==> src/rtl/alu_muldiv_seq_pkg.sv <==
`default_nettype none
// ============================================================================
// Module      : alu_muldiv_seq_pkg
// Description : Shared ALU select codes, flag indices and sequencer states.
// Revision    : 1.0 - initial release
// ============================================================================
package alu_muldiv_seq_pkg;

    localparam int C_WIDTH = 16;
    localparam int C_CNT_W = 5;

    localparam logic [3:0] IADD = 4'b0000;
    localparam logic [3:0] ISUB = 4'b0001;
    localparam logic [3:0] ISLL = 4'b1000;
    localparam logic [3:0] ISRL = 4'b1010;
    localparam logic [3:0] IIDT = 4'b1100;
    localparam logic [3:0] INON = 4'b1111;

    localparam int FLAG_S = 3;
    localparam int FLAG_Z = 2;
    localparam int FLAG_C = 1;
    localparam int FLAG_V = 0;

    typedef enum logic [1:0] {
        ST_IDLE = 2'd0,
        ST_RUN  = 2'd1,
        ST_FIN  = 2'd2
    } state_e;

endpackage
`default_nettype wire

==> src/rtl/alu_muldiv_seq_if.sv <==
`default_nettype none
// ============================================================================
// Module      : alu_muldiv_seq_if
// Description : Start/result handshake between control unit and sequencer.
// Revision    : 1.0 - initial release
// ============================================================================
interface alu_muldiv_seq_if #(
    parameter int WIDTH = 16
);
    logic             start;
    logic             op;
    logic [WIDTH-1:0] opa;
    logic [WIDTH-1:0] opb;
    logic             busy;
    logic             done;
    logic [WIDTH-1:0] result_hi;
    logic [WIDTH-1:0] result_lo;
    logic             div_zero;

    modport master (
        output start, op, opa, opb,
        input  busy, done, result_hi, result_lo, div_zero
    );

    modport slave (
        input  start, op, opa, opb,
        output busy, done, result_hi, result_lo, div_zero
    );
endinterface
`default_nettype wire

==> src/rtl/alu_muldiv_seq.sv <==
`default_nettype none
// ============================================================================
// Module      : alu_muldiv_seq
// Description : Iterative 16-bit unsigned multiply/divide driving the shared ALU.
// Revision    : 1.0 - initial release
// ============================================================================
module alu_muldiv_seq
    import alu_muldiv_seq_pkg::*;
#(
    parameter int WIDTH = 16,
    parameter int CNT_W = 5
) (
    input  wire logic             clk,
    input  wire logic             rst_n,
    alu_muldiv_seq_if.slave       bus,
    output logic      [WIDTH-1:0] alu_a_o,
    output logic      [WIDTH-1:0] alu_b_o,
    output logic      [3:0]       alu_sel_o,
    input  wire logic [WIDTH-1:0] alu_result_i,
    input  wire logic [3:0]       alu_flag_i
);
    state_e             state_q, state_d;
    logic [CNT_W-1:0]   cnt_q, cnt_d;
    logic               op_q, op_d;
    logic [WIDTH-1:0]   hi_q, hi_d;
    logic [WIDTH-1:0]   lo_q, lo_d;
    logic [WIDTH-1:0]   b_q, b_d;
    logic [WIDTH-1:0]   res_hi_q, res_hi_d;
    logic [WIDTH-1:0]   res_lo_q, res_lo_d;
    logic               dz_q, dz_d;
    logic [WIDTH:0]     w_rs;
    logic               w_carry;
    logic               w_flag_unused;

    assign w_rs          = {hi_q, lo_q[WIDTH-1]};
    assign w_carry       = alu_flag_i[FLAG_C];
    assign w_flag_unused = &{1'b0, alu_flag_i[FLAG_S], alu_flag_i[FLAG_Z], alu_flag_i[FLAG_V]};

    always_comb begin
        state_d   = state_q;
        cnt_d     = cnt_q;
        op_d      = op_q;
        hi_d      = hi_q;
        lo_d      = lo_q;
        b_d       = b_q;
        res_hi_d  = res_hi_q;
        res_lo_d  = res_lo_q;
        dz_d      = dz_q;
        alu_a_o   = '0;
        alu_b_o   = '0;
        alu_sel_o = INON;
        bus.busy  = 1'b0;
        bus.done  = 1'b0;
        case (state_q)
            ST_IDLE: begin
                if (bus.start) begin
                    op_d  = bus.op;
                    dz_d  = 1'b0;
                    cnt_d = '0;
                    hi_d  = '0;
                    if (bus.op) begin
                        lo_d = bus.opa;
                        b_d  = bus.opb;
                        if (bus.opb == '0) begin
                            state_d  = ST_FIN;
                            res_lo_d = '1;
                            res_hi_d = bus.opa;
                            dz_d     = 1'b1;
                        end else begin
                            state_d = ST_RUN;
                        end
                    end else begin
                        lo_d    = bus.opb;
                        b_d     = bus.opa;
                        state_d = ST_RUN;
                    end
                end
            end
            ST_RUN: begin
                bus.busy = 1'b1;
                alu_b_o  = b_q;
                if (!op_q) begin
                    alu_sel_o = IADD;
                    alu_a_o   = hi_q;
                    if (lo_q[0]) {hi_d, lo_d} = {w_carry, alu_result_i, lo_q[WIDTH-1:1]};
                    else         {hi_d, lo_d} = {1'b0, hi_q, lo_q[WIDTH-1:1]};
                end else begin
                    // A set shifted-out MSB means Rs >= 2^16 > divisor: subtract unconditionally.
                    alu_sel_o = ISUB;
                    alu_a_o   = w_rs[WIDTH-1:0];
                    if (w_rs[WIDTH] || !w_carry) begin
                        hi_d = alu_result_i;
                        lo_d = {lo_q[WIDTH-2:0], 1'b1};
                    end else begin
                        hi_d = w_rs[WIDTH-1:0];
                        lo_d = {lo_q[WIDTH-2:0], 1'b0};
                    end
                end
                cnt_d = cnt_q + CNT_W'(1);
                if (cnt_q == CNT_W'(WIDTH - 1)) begin
                    state_d  = ST_FIN;
                    res_hi_d = hi_d;
                    res_lo_d = lo_d;
                end
            end
            ST_FIN: begin
                bus.busy = 1'b1;
                bus.done = 1'b1;
                state_d  = ST_IDLE;
            end
            default: state_d = ST_IDLE;
        endcase
    end

    always_ff @(posedge clk or negedge rst_n) begin
        if (!rst_n) begin
            state_q  <= ST_IDLE;
            cnt_q    <= '0;
            op_q     <= 1'b0;
            hi_q     <= '0;
            lo_q     <= '0;
            b_q      <= '0;
            res_hi_q <= '0;
            res_lo_q <= '0;
            dz_q     <= 1'b0;
        end else begin
            state_q  <= state_d;
            cnt_q    <= cnt_d;
            op_q     <= op_d;
            hi_q     <= hi_d;
            lo_q     <= lo_d;
            b_q      <= b_d;
            res_hi_q <= res_hi_d;
            res_lo_q <= res_lo_d;
            dz_q     <= dz_d;
        end
    end

    assign bus.result_hi = res_hi_q;
    assign bus.result_lo = res_lo_q;
    assign bus.div_zero  = dz_q;

endmodule
`default_nettype wire

==> src/flat_wrapper.sv <==
// flat-port wrapper written by rule: the top's interface ports become plain ports
module alu_muldiv_seq_flat import alu_muldiv_seq_pkg::*;
#(
    parameter int WIDTH = 16,
    parameter int CNT_W = 5
)
  (clk, rst_n, alu_a_o, alu_b_o, alu_sel_o, alu_result_i, alu_flag_i, bus_start, bus_op, bus_opa, bus_opb, bus_busy, bus_done, bus_result_hi, bus_result_lo, bus_div_zero);
  alu_muldiv_seq_if #(.WIDTH(WIDTH)) bus_i ();
  input  wire logic clk;
  input  wire logic rst_n;
  output logic      [WIDTH-1:0] alu_a_o;
  output logic      [WIDTH-1:0] alu_b_o;
  output logic      [3:0] alu_sel_o;
  input  wire logic [WIDTH-1:0] alu_result_i;
  input  wire logic [3:0] alu_flag_i;
  input wire logic [$bits(bus_i.start)-1:0] bus_start;
  input wire logic [$bits(bus_i.op)-1:0] bus_op;
  input wire logic [$bits(bus_i.opa)-1:0] bus_opa;
  input wire logic [$bits(bus_i.opb)-1:0] bus_opb;
  output wire logic [$bits(bus_i.busy)-1:0] bus_busy;
  output wire logic [$bits(bus_i.done)-1:0] bus_done;
  output wire logic [$bits(bus_i.result_hi)-1:0] bus_result_hi;
  output wire logic [$bits(bus_i.result_lo)-1:0] bus_result_lo;
  output wire logic [$bits(bus_i.div_zero)-1:0] bus_div_zero;
  assign bus_i.start = bus_start;
  assign bus_i.op = bus_op;
  assign bus_i.opa = bus_opa;
  assign bus_i.opb = bus_opb;
  assign bus_busy = bus_i.busy;
  assign bus_done = bus_i.done;
  assign bus_result_hi = bus_i.result_hi;
  assign bus_result_lo = bus_i.result_lo;
  assign bus_div_zero = bus_i.div_zero;
  alu_muldiv_seq #(.WIDTH(WIDTH), .CNT_W(CNT_W)) u_core (.clk(clk), .rst_n(rst_n), .bus(bus_i), .alu_a_o(alu_a_o), .alu_b_o(alu_b_o), .alu_sel_o(alu_sel_o), .alu_result_i(alu_result_i), .alu_flag_i(alu_flag_i));
endmodule
==> config.mk <==
export PLATFORM = sky130hd
export DESIGN_NAME = alu_muldiv_seq_flat
export DESIGN_NICKNAME = d
export VERILOG_FILES = /design/src/rtl/alu_muldiv_seq_pkg.sv /design/src/rtl/alu_muldiv_seq_if.sv /design/src/rtl/alu_muldiv_seq.sv /design/src/flat_wrapper.sv
export SDC_FILE = /design/constraint.sdc
export NUM_CORES = 1
export LEC_CHECK = 0
export CORE_ASPECT_RATIO = 1.25
export CORE_MARGIN = 2
export CORE_UTILIZATION = 40
export CTS_CLUSTER_DIAMETER = 120
export DETAILED_ROUTE_END_ITERATION = 7
export PLACE_DENSITY = 0.71
export SLEW_MARGIN = 5
export SYNTH_ARGS = -nofsm -noshare
export SYNTH_HDL_FRONTEND = slang
export SYNTH_SLANG_ARGS = --single-unit
export TNS_END_PERCENT = 100
==> constraint.sdc <==
create_clock -name clk -period 2.29 [get_ports clk]
set_input_delay 0.3435 -clock clk [delete_from_list [all_inputs] [get_ports clk]]
set_output_delay 0.3435 -clock clk [all_outputs]
set_load 0.01 [all_outputs]
# --- Yosys cells after proc, flatten, opt, wreduce, memory -nomap -nowiden ---
# Index checks and enable logic that the tools add are counted.
word_totals:
  reg_bits: 89
  input_bits: 56
  output_inout_bits: 71
  elab_cells: 65
classes:
  add_sub_neg: 1
  eq_ne: 7
  mux: 38
  n_reduce_logical: 10
ops:
  columns: ["cell", "n"]
  rows:
  - ["16-bit 2-to-1 mux", 20]
  - ["16-bit one-hot mux with 2 select lines", 4]
  - ["16-bit zero test", 1]
  - ["5-bit one-hot mux with 2 select lines", 1]
  - ["2-bit 2-to-1 mux", 4]
  - ["1-bit 2-to-1 mux", 6]
  - ["2-bit AND reduction", 3]
  - ["5-bit by 1-bit adder with 5-bit output (second input constant)", 1]
  - ["5-bit by 4-bit == test with 1-bit output (second input constant)", 1]
  - ["5-bit 2-to-1 mux", 1]
  - ["5-bit AND reduction", 1]
  - ["4-bit 2-to-1 mux", 1]
  - ["2-bit by 1-bit inequality test with 1-bit output (second input constant)", 2]
  - ["2-bit inequality test (second input constant)", 2]
  - ["2-bit one-hot mux with 2 select lines", 1]
  - ["2-bit by 1-bit == test with 1-bit output (second input constant)", 1]
  - ["2-bit == test (second input constant)", 1]
  - ["2-bit zero test", 1]
  - ["2-bit nonzero test", 1]
  - ["2-bit OR reduction", 1]
  - ["1-bit zero test", 1]
  - ["1-bit logical OR", 1]

# --- Longest topological paths before layout ---
logic_depth:
  ltp_word: 6
  ltp_mapped: 9
  depth_no_buf: 7

# --- Least setup slack after synthesis ---
# OpenSTA, ideal clock, no wires.
synth_timing:
  path_type: "register to register"
  startpoint: "reg u_core.state_q[0]"
  endpoint: "reg u_core.res_hi_q[11] (netlist: u_core.bus.result_hi[11])"
  setup_ns: 0.125
  arrival_time_ns: 1.932
  required_ns: 2.165
  path_slack_ns: 0.232
  path_stages_with_launch: 9
  n_path_buf: 2
  period_less_slack_ns: 2.058
  cell_sequence: "dfrtp_1 > inv_1 > ha_1 > buf_2 > and2_1 > a21oi_1 > a211oi_4 > buf_6 > mux2_4"
synth_via:
  elab_chain_cells: 3
  elab_cells_between_ends: 9
  classes_between: "eq/ne (5); mux (1); reduce/logical (3)"
synth_lines:
  columns: ["element", "line", "source"]
  rows:
  - ["start: declaration", "alu_muldiv_seq.sv:22", "state_e state_q, state_d;"]
  - ["start signal: assignment", "alu_muldiv_seq.sv:127", "state_q <= state_d;"]
  - ["2-bit by 1-bit == test with 1-bit output / 2-bit zero test (equally long branches)", "alu_muldiv_seq.sv:54", "case (state_q)"]
  - ["2-bit by 1-bit inequality test with 1-bit output (no line), or another cell as far along", null, null]
  - ["5-bit AND reduction (no line)", null, null]
  - ["end signal: assignment", "alu_muldiv_seq.sv:133", "res_hi_q <= res_hi_d;"]
  - ["end: declaration", "alu_muldiv_seq.sv:28", "logic [WIDTH-1:0] res_hi_q, res_hi_d;"]
# Several ways; a longest one is shown, not always the timed one.
# A chain may end at the register's enable or synchronous reset.

# --- Worst setup path in the final report ---
layout_timing:
  startpoint: "reg u_core.state_q[1]"
  endpoint: "out alu_b_o[15]"
layout_via:
  elab_chain_cells: 2
layout_lines:
  columns: ["element", "line", "source"]
  rows:
  - ["2-bit by 1-bit == test with 1-bit output", "alu_muldiv_seq.sv:54", null]
  - ["16-bit 2-to-1 mux", "alu_muldiv_seq.sv:54", null]
  - ["end: declaration", "flat_wrapper.sv:12", "output logic [WIDTH-1:0] alu_b_o;"]
# Every way passes these cells.

==> results_dict.tcl <==
set metrics [dict create \
    period_share_pct 97.2 \
    leakage_uw 0.00341 \
    synth_commonest_cells "89 x dfrtp_1, 71 x nand2_1, 66 x o21ai_0" \
    antenna_found_initial 0 \
    avgRoutedWirePerCell_um 18.7 \
    sw_frac_of_total_pct 38.4 \
    grt_pass1_vias 4717 \
    maxCapViolations 0 \
    syn_avg_cell_area_um2 9.76 \
    syn_inst 548 \
    cts_buffer_depth 2 \
    cp-end-kind "output pin" \
    ys_types 39 \
    worst-setup-path-type "reg -> out" \
    status "finished, final reports clean" \
    cp.required_ns 1.95 \
    die_h_um 133 \
    worstSetupStartpointType "flip-flop" \
    cts_tree "yes" \
    seq_power_share_pct 31.1 \
    intPower_uw 5660 \
    placed_cell_area_um2 6960 \
    cp_cell_sequence "inv_2, ha_4, buf_12, and2_1, clkdlybuf4s50_1" \
    grt_max_degree 44 \
    synth_edf_count 0 \
    synth-seq-cells 89 \
    synth_area_leader_cell "dfrtp_1" \
    ios 127 \
    viasPerCell 5.48 \
    r2r-end "u_core.bus.result_hi[6]" \
    cts_root_buf "clkbuf_16" \
    worstSetupStartpoint "u_core.state_q[1]" \
    clock-sinks 89 \
    syn_area_um2 5350 \
    ant_nets 0 \
    r2r_start "u_core.state_q[1]" \
    grt_pass1_wl_mm 25.0 \
    start_util_pct 40.6 \
    seqCellArea_um2 2230 \
    postCtsHoldBufs 0 \
    ys.flop_type "dfrtp_1" \
    drc 0 \
    fp-row-count 47 \
    grt_overflow 0 \
    crit_family "buffers and inverters" \
    drt_iter0_drc 293 \
    p_clk_share_pct 16.6 \
    rr_worst_depth 8 \
    peakVddDrop_mv 0.491 \
    dr_total_vias 4703 \
    drive_gt1_share_pct 17.3 \
    multi_input_area_um2 2870 \
    die_area_um2 14300 \
    tightest_slew_ns 0.604 \
    yosys_warnings 0 \
    grt_usage_pct 22.5 \
    path_clk_slew_ns 0.06 \
    crit_buf_inv 3 \
    wirelength_mm 16.1 \
    area_delta_synth_final_pct 37.4 \
    die_x_um 107 \
    gp_congestion 0.824 \
    core_um2 13200 \
    hpwl_mm 11.8 \
    cpMaxStageDelayCell "clkdlybuf4s50_1" \
    arrival_ns 1.88 \
    pwr-share-comb_pct 52.3 \
    power.density_nw_per_um2 1250 \
    yosysTopAreaCellShare_pct 41.7 \
    netlist_top_cells_area "dfrtp_1 42%, mux2i_1 9.5%, o21ai_0 6.2%, mux2_4 5.6%, mux2_2 5.5%" \
    grt_setup_unrepaired "true" \
    async_flop_share_pct 100 \
    reg2reg_slack_ns 0.14 \
    finalMaxSlewViolations 0 \
    post-route-min-period_ns 2.23 \
    syn_nets 609 \
    relSlewSlack_pct 59.7 \
    crit_path_max_incr_delay_ns 0.53 \
    diodes 0 \
    post-route-cell-area_um2 7350 \
    synth.most_common_cell "dfrtp_1" \
    firstDrtPassIters 5 \
    clock_latency_ns 0.34 \
    layout_setup_ws_ns 0.0648 \
    finalSetupViolCount 0 \
    hold_viol 0 \
    yosysSeqAreaShare_pct 41.7 \
    numCtsBuffers 9 \
    whs_ns 0.0171 \
    fin_skew_ns 0.0100 \
    worstHoldPathType "in -> async" \
    io_buffers 123 \
    clock.fmax_mhz 449 \
    cp_max_fo 14 \
    p_sw_uw 3530 \
    htreeDepth 3 \
    nets 744 \
    pre_cts_slack_ns -0.202 \
    fill_cells 1141 \
]
-- layout by cell type (no fill, tap or decap), types with 10 or more instances in the layout --
cell,n
and3b_1,16
and2_1,17
nor2_1,28
clkbuf_16,10
buf_4,41
inv_1,12
mux2i_1,51
mux2_2,26
o31ai_1,17
clkdlybuf4s50_1,90
dlygate4sd2_1,22
nand2_1,71
a211oi_1,19
mux2_4,20
o21ai_0,66
dfrtp_1,88
a21oi_1,10
-- layer usage --
metal	vias to the layer above	GRT usage, %	routed length, um
met5	-	0	0
met2	144	38.4	8360
li1	2221	-	-
met1	2317	28.9	6620
met4	0	8.40	357
met3	21	3.18	736
-- what timing repair did --
action	4_1_cts	5_1_grt
buffers inserted	1	1
gates resized for setup	31	13
pin swaps	0	0
hold endpoints to repair	0	0
gates cloned	0	1
endpoints found under the setup margin	30	38
-- layout make-up --
| class | instances | share of cell area (%) |
|---|---|---|
| Clock buffer | 13 | 3.68 |
| Clock inverter | 2 | 0.511 |
| Inverter | 15 | 0.783 |
| Multi-Input combinational cell | 398 | 39.1 |
| Sequential cell | 89 | 30.4 |
| Tap cell | 171 | 2.91 |
| Timing Repair Buffer | 170 | 22.6 |
-- cells by family after synthesis --
logic type / after synthesis / synth area share [%]
simple gates: 150 / 13.7
compound gates: 139 / 16.2
flops: 89 / 41.7
xor+xnor: 1 / 0.164
buf+inv: 61 / 5.17
fa+ha+maj: 5 / 1.17
mux: 103 / 21.9
-- power by group through the flow --
stage / clock network (uW) / logic, uW / registers [uW]
2_1_floorplan: 0 / 2850 / 2760
3_3_place_gp: 0 / 4600 / 2830
3_5_place_dp: 0 / 4710 / 2850
4_1_cts: 1550 / 4740 / 2840
5_1_grt: 1620 / 5210 / 2940
6_report: 1530 / 4800 / 2850
-- worst max-delay path by stage --
stage                                           to  cells past startpoint
final                                  alu_b_o[15]                      5
after global routing                   alu_b_o[15]                      5
after CTS                              alu_b_o[14]                      6
after detailed placement   u_core.bus.result_hi[6]                      7
after global placement     u_core.bus.result_hi[4]                      7
after floorplan           u_core.bus.result_hi[11]                      8
-- state kept, by name, indices dropped and copies added, names as in the netlist --
register	cells
u_core.b_q	16
u_core.bus.result_hi	16
u_core.bus.result_lo	16
u_core.hi_q	16
u_core.lo_q	16
u_core.cnt_q	5
u_core.state_q	2
u_core.bus.div_zero	1
u_core.op_q	1
-- worst register-to-register path, delay by kind of cell (launching register included) --
kind,cells,cell delay (ns)
flops,1,0.41
mux,1,0.36
compound gates,2,0.39
fa+ha+maj,1,0.21
simple gates,1,0.17
buf+inv,3,0.48
-- per-stage QoR --
| step | power (uW) | utilization (%) | instances | TNS [ns] |
|---|---|---|---|---|
| final | 9190 | 55.8 | 858 | 0 |
| after global routing | 9770 | 55.8 | 858 | -0.00740 |
| after CTS | 9140 | 55.2 | 856 | 0 |
| after detailed placement | 7560 | 52.8 | 840 | -5.60 |
| after global placement | 7430 | 52.8 | 840 | -6.23 |
| after floorplan | 5610 | - | 548 | 0 |
Power figures use the tool's default switching activity.
